--- config.mk ---
export PLATFORM = sky130hd
export DESIGN_NAME = mic_capture_ctrl
export DESIGN_NICKNAME = d
export VERILOG_FILES = /design/src/rtl/mic_capture_ctrl.sv
export SDC_FILE = /design/constraint.sdc
export NUM_CORES = 1
export LEC_CHECK = 0
export CAP_MARGIN = 20
export CORE_MARGIN = 4
export CORE_UTILIZATION = 50
export CTS_CLUSTER_DIAMETER = 30
export DETAILED_ROUTE_END_ITERATION = 7
export GPL_ROUTABILITY_DRIVEN = 0
export GPL_TIMING_DRIVEN = 0
export HOLD_SLACK_MARGIN = 0.02
export PLACE_DENSITY = 0.71
export SLEW_MARGIN = 0
export SYNTH_ARGS = -nofsm -noshare
export SYNTH_HDL_FRONTEND = slang
export SYNTH_SLANG_ARGS = --single-unit
export TNS_END_PERCENT = 30
--- constraint.sdc ---
create_clock -name clk -period 4.8 [get_ports clk]
set_input_delay 0.96 -clock clk [delete_from_list [all_inputs] [get_ports clk]]
set_output_delay 0.96 -clock clk [all_outputs]
set_load 0.01 [all_outputs]
--- src/rtl/mic_capture_ctrl.sv ---
// mic_capture_ctrl: PDM microphone clocking, warmup and frame capture.
// Optional stereo channel alternation is enabled by defining MIC_STEREO_EN.
module mic_capture_ctrl #(
   parameter int CLK_DIV    = 4,
   parameter int FRAME_BITS = 16,
   parameter int WARMUP_CYC = 32
) (
   input  logic                  clk,
   input  logic                  reset,
   input  logic                  en,
   input  logic                  dataint,
   output logic                  mclk,
   output logic                  ws,
   output logic [FRAME_BITS-1:0] sample,
   output logic                  sample_ch,
   output logic                  sample_valid,
   input  logic                  sample_ready,
   output logic                  overrun,
   output logic                  busy
);

   localparam int DW = (CLK_DIV > 1) ? $clog2(CLK_DIV) : 1;
   localparam int WW = (WARMUP_CYC > 1) ? $clog2(WARMUP_CYC) : 1;
   localparam int BW = $clog2(FRAME_BITS);

   localparam logic [DW-1:0] DIV_LAST  = DW'(CLK_DIV - 1);
   localparam logic [WW-1:0] WARM_LAST = WW'(WARMUP_CYC - 1);
   localparam logic [BW-1:0] BIT_LAST  = BW'(FRAME_BITS - 1);

   typedef enum logic [1:0] {
      IDLE,
      WARMUP,
      CAPTURE
   } state_e;

   state_e                state_q, state_d;
   logic [DW-1:0]         div_q, div_d;
   logic                  mclk_q, mclk_d;
   logic [WW-1:0]         wcnt_q, wcnt_d;
   logic [BW-1:0]         bcnt_q, bcnt_d;
   logic [FRAME_BITS-2:0] shift_q, shift_d;
   logic [FRAME_BITS-1:0] sample_q, sample_d;
   logic                  valid_q, valid_d;
   logic                  ovr_q, ovr_d;

   logic                  tog;
   logic                  fall;
   logic                  cap_bit;
   logic                  done;
   logic                  load;
   logic [FRAME_BITS-1:0] word;

   // The shift register holds the older bits; the live bit completes a word.
   assign word    = {shift_q, dataint};
   assign tog     = (state_q != IDLE) && (div_q == DIV_LAST);
   assign fall    = tog && mclk_q;
   assign cap_bit = (state_q == CAPTURE) && en && fall;
   assign done    = cap_bit && (bcnt_q == BIT_LAST);
   assign load    = done && (!valid_q || sample_ready);

   // State, divider, counters and capture datapath registers.
   always_ff @(posedge clk or negedge reset) begin
      if (!reset) begin
         state_q  <= IDLE;
         div_q    <= '0;
         mclk_q   <= 1'b0;
         wcnt_q   <= '0;
         bcnt_q   <= '0;
         shift_q  <= '0;
         sample_q <= '0;
         valid_q  <= 1'b0;
         ovr_q    <= 1'b0;
      end else begin
         state_q  <= state_d;
         div_q    <= div_d;
         mclk_q   <= mclk_d;
         wcnt_q   <= wcnt_d;
         bcnt_q   <= bcnt_d;
         shift_q  <= shift_d;
         sample_q <= sample_d;
         valid_q  <= valid_d;
         ovr_q    <= ovr_d;
      end
   end

   // Next state, mclk divider, warmup period count and bit shifting.
   always_comb begin
      state_d = state_q;
      div_d   = div_q;
      mclk_d  = mclk_q;
      wcnt_d  = wcnt_q;
      bcnt_d  = bcnt_q;
      shift_d = shift_q;
      unique case (state_q)
         IDLE: begin
            div_d   = '0;
            mclk_d  = 1'b0;
            wcnt_d  = '0;
            bcnt_d  = '0;
            shift_d = '0;
            if (en) begin
               state_d = (WARMUP_CYC == 0) ? CAPTURE : WARMUP;
            end
         end
         WARMUP, CAPTURE: begin
            if (!en) begin
               state_d = IDLE;
               div_d   = '0;
               mclk_d  = 1'b0;
               wcnt_d  = '0;
               bcnt_d  = '0;
               shift_d = '0;
            end else begin
               div_d  = tog ? '0 : div_q + DW'(1);
               mclk_d = mclk_q ^ tog;
               if ((state_q == WARMUP) && fall) begin
                  if (wcnt_q == WARM_LAST) begin
                     state_d = CAPTURE;
                     wcnt_d  = '0;
                     bcnt_d  = '0;
                  end else begin
                     wcnt_d = wcnt_q + WW'(1);
                  end
               end
               if (cap_bit) begin
                  shift_d = word[FRAME_BITS-2:0];
                  bcnt_d  = done ? '0 : bcnt_q + BW'(1);
               end
            end
         end
         default: begin
            state_d = IDLE;
         end
      endcase
   end

   // Output handshake: load when free or being drained, else drop.
   always_comb begin
      sample_d = sample_q;
      valid_d  = valid_q;
      ovr_d    = 1'b0;
      if (load) begin
         sample_d = word;
         valid_d  = 1'b1;
      end else begin
         if (valid_q && sample_ready) begin
            valid_d = 1'b0;
         end
         if (done) begin
            ovr_d = 1'b1;
         end
      end
   end

`ifdef MIC_STEREO_EN
   logic ws_q, ws_d;
   logic ch_q, ch_d;

   // Channel select and the channel tag of the held sample.
   always_ff @(posedge clk or negedge reset) begin
      if (!reset) begin
         ws_q <= 1'b0;
         ch_q <= 1'b0;
      end else begin
         ws_q <= ws_d;
         ch_q <= ch_d;
      end
   end

   // ws flips on every completed frame, dropped or not; restarts on enable.
   always_comb begin
      ws_d = ws_q;
      ch_d = ch_q;
      if ((state_q == IDLE) && en) begin
         ws_d = 1'b0;
      end else if (done) begin
         ws_d = ~ws_q;
      end
      if (load) begin
         ch_d = ws_q;
      end
   end

   assign ws        = ws_q;
   assign sample_ch = ch_q;
`else
   assign ws        = 1'b0;
   assign sample_ch = 1'b0;
`endif

   assign mclk         = mclk_q;
   assign sample       = sample_q;
   assign sample_valid = valid_q;
   assign overrun      = ovr_q;
   assign busy         = (state_q != IDLE);

endmodule

== Word level (Yosys, flattened, before mapping) ==
Index checks and enable logic that the tools add are counted.

* Word-level logic and storage cells: 70
* Register bits after elaboration: 47
* Input port bits: 5

* Bitwise gates (word level): 1
* $add $sub $neg: 3
* Equal/unequal tests: 11
* Reductions and logical operators: 19
* Mux-type cells: 27

{| class="wikitable"
|+ Operators with widths
! cell !! number
|-
| $mux 15 || 2
|-
| $pmux 15 s2 || 1
|-
| $mux 4 || 5
|-
| $mux 5 || 3
|-
| $mux 2 || 6
|-
| $pmux 5 s2 || 1
|-
| $ne 3x3->1 const B || 3
|-
| $logic_and 1x1->1 || 8
|-
| $ne 4x4->1 const B || 2
|-
| $pmux 2 s2 || 2
|-
| $pmux 4 s2 || 1
|-
| $reduce_and 3->1 || 2
|-
| $reduce_bool 2->1 || 3
|-
| $add 5x1->5 const B || 1
|-
| $eq 5x5->1 const B || 1
|-
| $mux 1 || 5
|-
| $add 4x1->4 const B || 1
|-
| $eq 2x2->1 const B || 2
|-
| $eq 4x4->1 const B || 1
|-
| $reduce_and 2->1 || 2
|-
| $add 2x1->2 const B || 1
|-
| $eq 2x1->1 const B || 1
|-
| $logic_not 2->1 || 1
|-
| $ne 2x2->1 const B || 1
|-
| 5 further kinds || 5
|}

== Depth between registers and ports, before layout ==
* Depth after elaboration: 9
* Mapped depth: 9
* Depth with buffers taken out: 8

== Worst setup path before layout ==
Ideal clock, no wire load.

* Path type: reg2reg
* From: register state_q[1]
* To: register bcnt_q[0]
* Data required time: 4.675 ns
* Data arrival time: 1.874 ns
* Path buffers: 0
* Setup slack: 2.801 ns
* Stages on the path, launching flop included: 8
* Path through: dfrtp_1 inv_1 ha_1 nor2b_1 ha_1 nand3_1 a31oi_2 mux2_2

* Word-level cells in the longest chain between the ends: 9

{| class="wikitable"
|+ RTL lines
! what !! RTL line !! RTL
|-
| from (decl) || 36 || <nowiki>state_e state_q, state_d;</nowiki>
|-
| from (signal assigned) || 74 || <nowiki>state_q <= state_d;</nowiki>
|-
| $reduce_bool 2->1 || 55 || <nowiki>assign tog = (state_q != IDLE) && (div_q == DIV_LAST);</nowiki>
|-
| $logic_and 1x1->1 || 55 ||
|-
| $logic_and 1x1->1 || 56 || <nowiki>assign fall = tog && mclk_q;</nowiki>
|-
| $logic_and 1x1->1 || 57 || <nowiki>assign cap_bit = (state_q == CAPTURE) && en && fall;</nowiki>
|-
| $logic_and 1x1->1 || 58 || <nowiki>assign done = cap_bit && (bcnt_q == BIT_LAST);</nowiki>
|-
| $mux 4 || 127 || <nowiki>bcnt_d = done ? '0 : bcnt_q + BW'(1);</nowiki>
|-
| $mux 4 || 125 || <nowiki>if (cap_bit) begin</nowiki>
|-
| $mux 4 || 106 || <nowiki>if (!en) begin</nowiki>
|-
| $pmux 4 s2 || 94 || <nowiki>unique case (state_q)</nowiki>
|-
| to (signal assigned) || 78 || <nowiki>bcnt_q <= bcnt_d;</nowiki>
|-
| to (decl) || 40 || <nowiki>logic [BW-1:0] bcnt_q, bcnt_d;</nowiki>
|}

Parallel ways exist; a longest one is shown, timed or not.
A chain may end at the register's enable or synchronous reset.

== Final worst setup path ==
* From: register state_q[1]
* To: output port busy

* Word-level cells in the longest chain between the ends: 1

{| class="wikitable"
|+ RTL lines
! what !! RTL line !! RTL
|-
| $reduce_bool 2->1 || 195 || <nowiki>assign busy = (state_q != IDLE);</nowiki>
|-
| to (decl) || 19 || <nowiki>output logic busy</nowiki>
|}

No other way between the ends.

==> flow_metrics.tcl <==
set metrics [dict create \
    ys_types 36 \
    h-tree-depth 2 \
    hold_violations 0 \
    clk_pin_slew_ps 80 \
    hpwl_mm 2.942 \
    synth.cell_area_um2 2136 \
    finalSetupViolations 0 \
    nets 213 \
    hp-start "shift_q[14]$_DFFE_PN0P_" \
    yosysMostFrequentCell "dfrtp_1" \
    crit_fanout 5 \
    slew_violations 0 \
    die-area_um2 5381 \
    drc 0 \
    grt_antenna_before_repair 0 \
    drt_wl_total_mm 3.953 \
    fin_setup_tns_ps 0 \
    drtAntennaViolNets 0 \
    synth-edff-count 0 \
    fin_skew_ps 5.009 \
    reg2reg_depth 7 \
    post-cts-setup-buffers 0 \
    status "finished clean" \
    yosys_warnings 0 \
    overflow 0 \
    reg2reg_to "bcnt_q[0]$_DFFE_PN0P_" \
    regToRegSetupSlack_ps 2450 \
    grt_use_total 0.1608 \
    cts_max_path_buffers 2 \
    grt_pass1_wl_mm 6.589 \
    wl_per_cell_um 15.88 \
    diodes 0 \
    arrival_ps 1660 \
    rsz0062_at_grt "false" \
    tritoncts "yes" \
    period_share 0.5451 \
    pin_count 27 \
    regArea_um2 1176 \
    synth_common_cells "47 x dfrtp_1, 16 x a22o_1, 11 x nand2_1" \
    core_region_area_um2 4058 \
    power_leakage_nw 1.229 \
    power_density_nw_per_um2 318.1 \
    cts_root_buf "clkbuf_8" \
    required_ps 3840 \
    hold_depth 1 \
    timing.hold.ws_ps 507.3 \
    hold_end "shift_q[14]$_DFFE_PN0P_" \
    die_y_um 73.36 \
    ys_ff_latch 47 \
    fillers 309 \
    path_class "flip-flop to output pin" \
    avgSynthCellArea_um2 12.94 \
    netlist.area_leader.share 0.5507 \
    first_pass_iters 4 \
    hold_path.class "flip-flop to flip-flop" \
    clkLatencyLatePin_ps 290 \
    cts_buffers 5 \
    cap_violations 0 \
    first_iter_violations 54 \
    grt_pass1_vias 1391 \
    num_vias 1348 \
    ctsHoldBuffers 0 \
    die_w_um 73.36 \
    netlist_instances 165 \
    grt_max_degree 33 \
    ctsResizeCount 0 \
    async_reset_ff_frac 1.000 \
    portBuffers 24 \
    routed_via_density 5.414 \
    reg2reg_from "state_q[1]$_DFFE_PN0P_" \
    ir_worst_vdd_mv 0.1874 \
    fin_crit_ps 2616 \
    start_util 0.5264 \
    synthTopCellsByArea "dfrtp_1 55%, mux2_4 7.0%, a22o_1 6.6%" \
    cts.sinks 47 \
    endpoint_kind "output pin" \
    seq_area_frac_synth 0.5507 \
    multi_input_area_um2 875.8 \
    synth-main-ff-cell "dfrtp_1" \
    rows 23 \
    area_growth_pct 19.68 \
    drive_gt1_frac 0.2111 \
    cp-start-kind "flip-flop" \
    fmax_ghz 0.3822 \
    synth_area_leader_cell "dfrtp_1" \
]
[logic make-up after synthesis]
| kind of cell | synth area share |
|---|---|
| AND/OR/NAND/NOR | 0.09022 |
| adder cells (fa/ha/maj) | 0.05858 |
| buffers and inverters | 0.04100 |
| flip-flops | 0.5507 |
| multiplexers | 0.1265 |
| AO/OA/AOI/OAI | 0.1312 |
| other | 0.001756 |
[flip-flops by register name, summed over array words and instances, names as in the netlist]
register / count
state_q: 2
mclk: 1
div_q: 2
overrun: 1
sample_valid: 1
wcnt_q: 5
bcnt_q: 4
sample: 16
shift_q: 15
[critical path, cell delays in order (launching register included)]
cell and delay [ps]:
dfrtp_1 420, inv_1 110, ha_1 230, inv_1 80, clkdlybuf4s50_1 530
[layer usage]
layer | vias up | track usage | routed length [um]
li1 | 657 | - | -
met1 | 664 | 0.2150 | 1875
met2 | 22 | 0.2562 | 1893
met3 | 5 | 0.03283 | 141
met4 | 0 | 0.06439 | 42
met5 | - | 0 | 0
[where the power goes]
part           leakage [nW]  switching [mW]  internal [mW]
combinational         0.528          0.0941         0.0604
sequential            0.654         0.00836          0.404
clock                0.0474           0.128          0.118
[how the worst max path moves through the flow]
stage	from	end	slack [ps]	depth (start not counted)
after floorplan	state_q[1]$_DFFE_PN0P_	bcnt_q[0]$_DFFE_PN0P_	2800	7
after global placement	reset	sample[14]$_DFFE_PN0P_	1560	1
after detailed placement	en	wcnt_q[3]$_DFFE_PN0P_	2140	6
after CTS	state_q[1]$_DFFE_PN0P_	busy	2170	4
after global routing	state_q[1]$_DFFE_PN0P_	busy	2070	4
final	state_q[1]$_DFFE_PN0P_	busy	2180	4
[layout make-up]
class	instances	share of cell area
buffer	8	0.02545
clock buffer	6	0.03231
clock inverter	2	0.006363
inverter	6	0.008811
multi-input combinational	105	0.3426
sequential	47	0.4601
tap	50	0.02447
timing repair buffer	25	0.09985
[cells in the final DEF (no fill, tap or decap), types with 2 or more instances in the layout]
master / instances
a21oi_1: 2
a22o_1: 16
a32o_1: 2
and2_1: 2
buf_12: 2
buf_2: 4
buf_4: 2
clkbuf_8: 6
clkdlybuf4s50_1: 23
conb_1: 2
dfrtp_1: 47
ha_1: 10
inv_1: 6
mux2_2: 8
mux2_4: 10
mux2i_1: 3
nand2_1: 11
nand2b_1: 2
nand3_1: 4
nor2_1: 8
nor2b_1: 2
nor3_1: 2
o21ai_0: 6
o22ai_1: 2
o31ai_1: 2
[metrics by stage]
stage	power (mW)	util	instances	setup WS (ps)	area (um2)
floorplan	0.5227	-	166	2801	2140
global placement	0.5632	0.6019	240	1555	2442
detailed placement	0.5749	0.6056	241	2143	2457
CTS	0.8231	0.6300	249	2169	2556
global route	0.8568	0.6300	249	2073	2556
finish	0.8132	0.6300	249	2184	2556
Power figures use the tool's default switching activity.
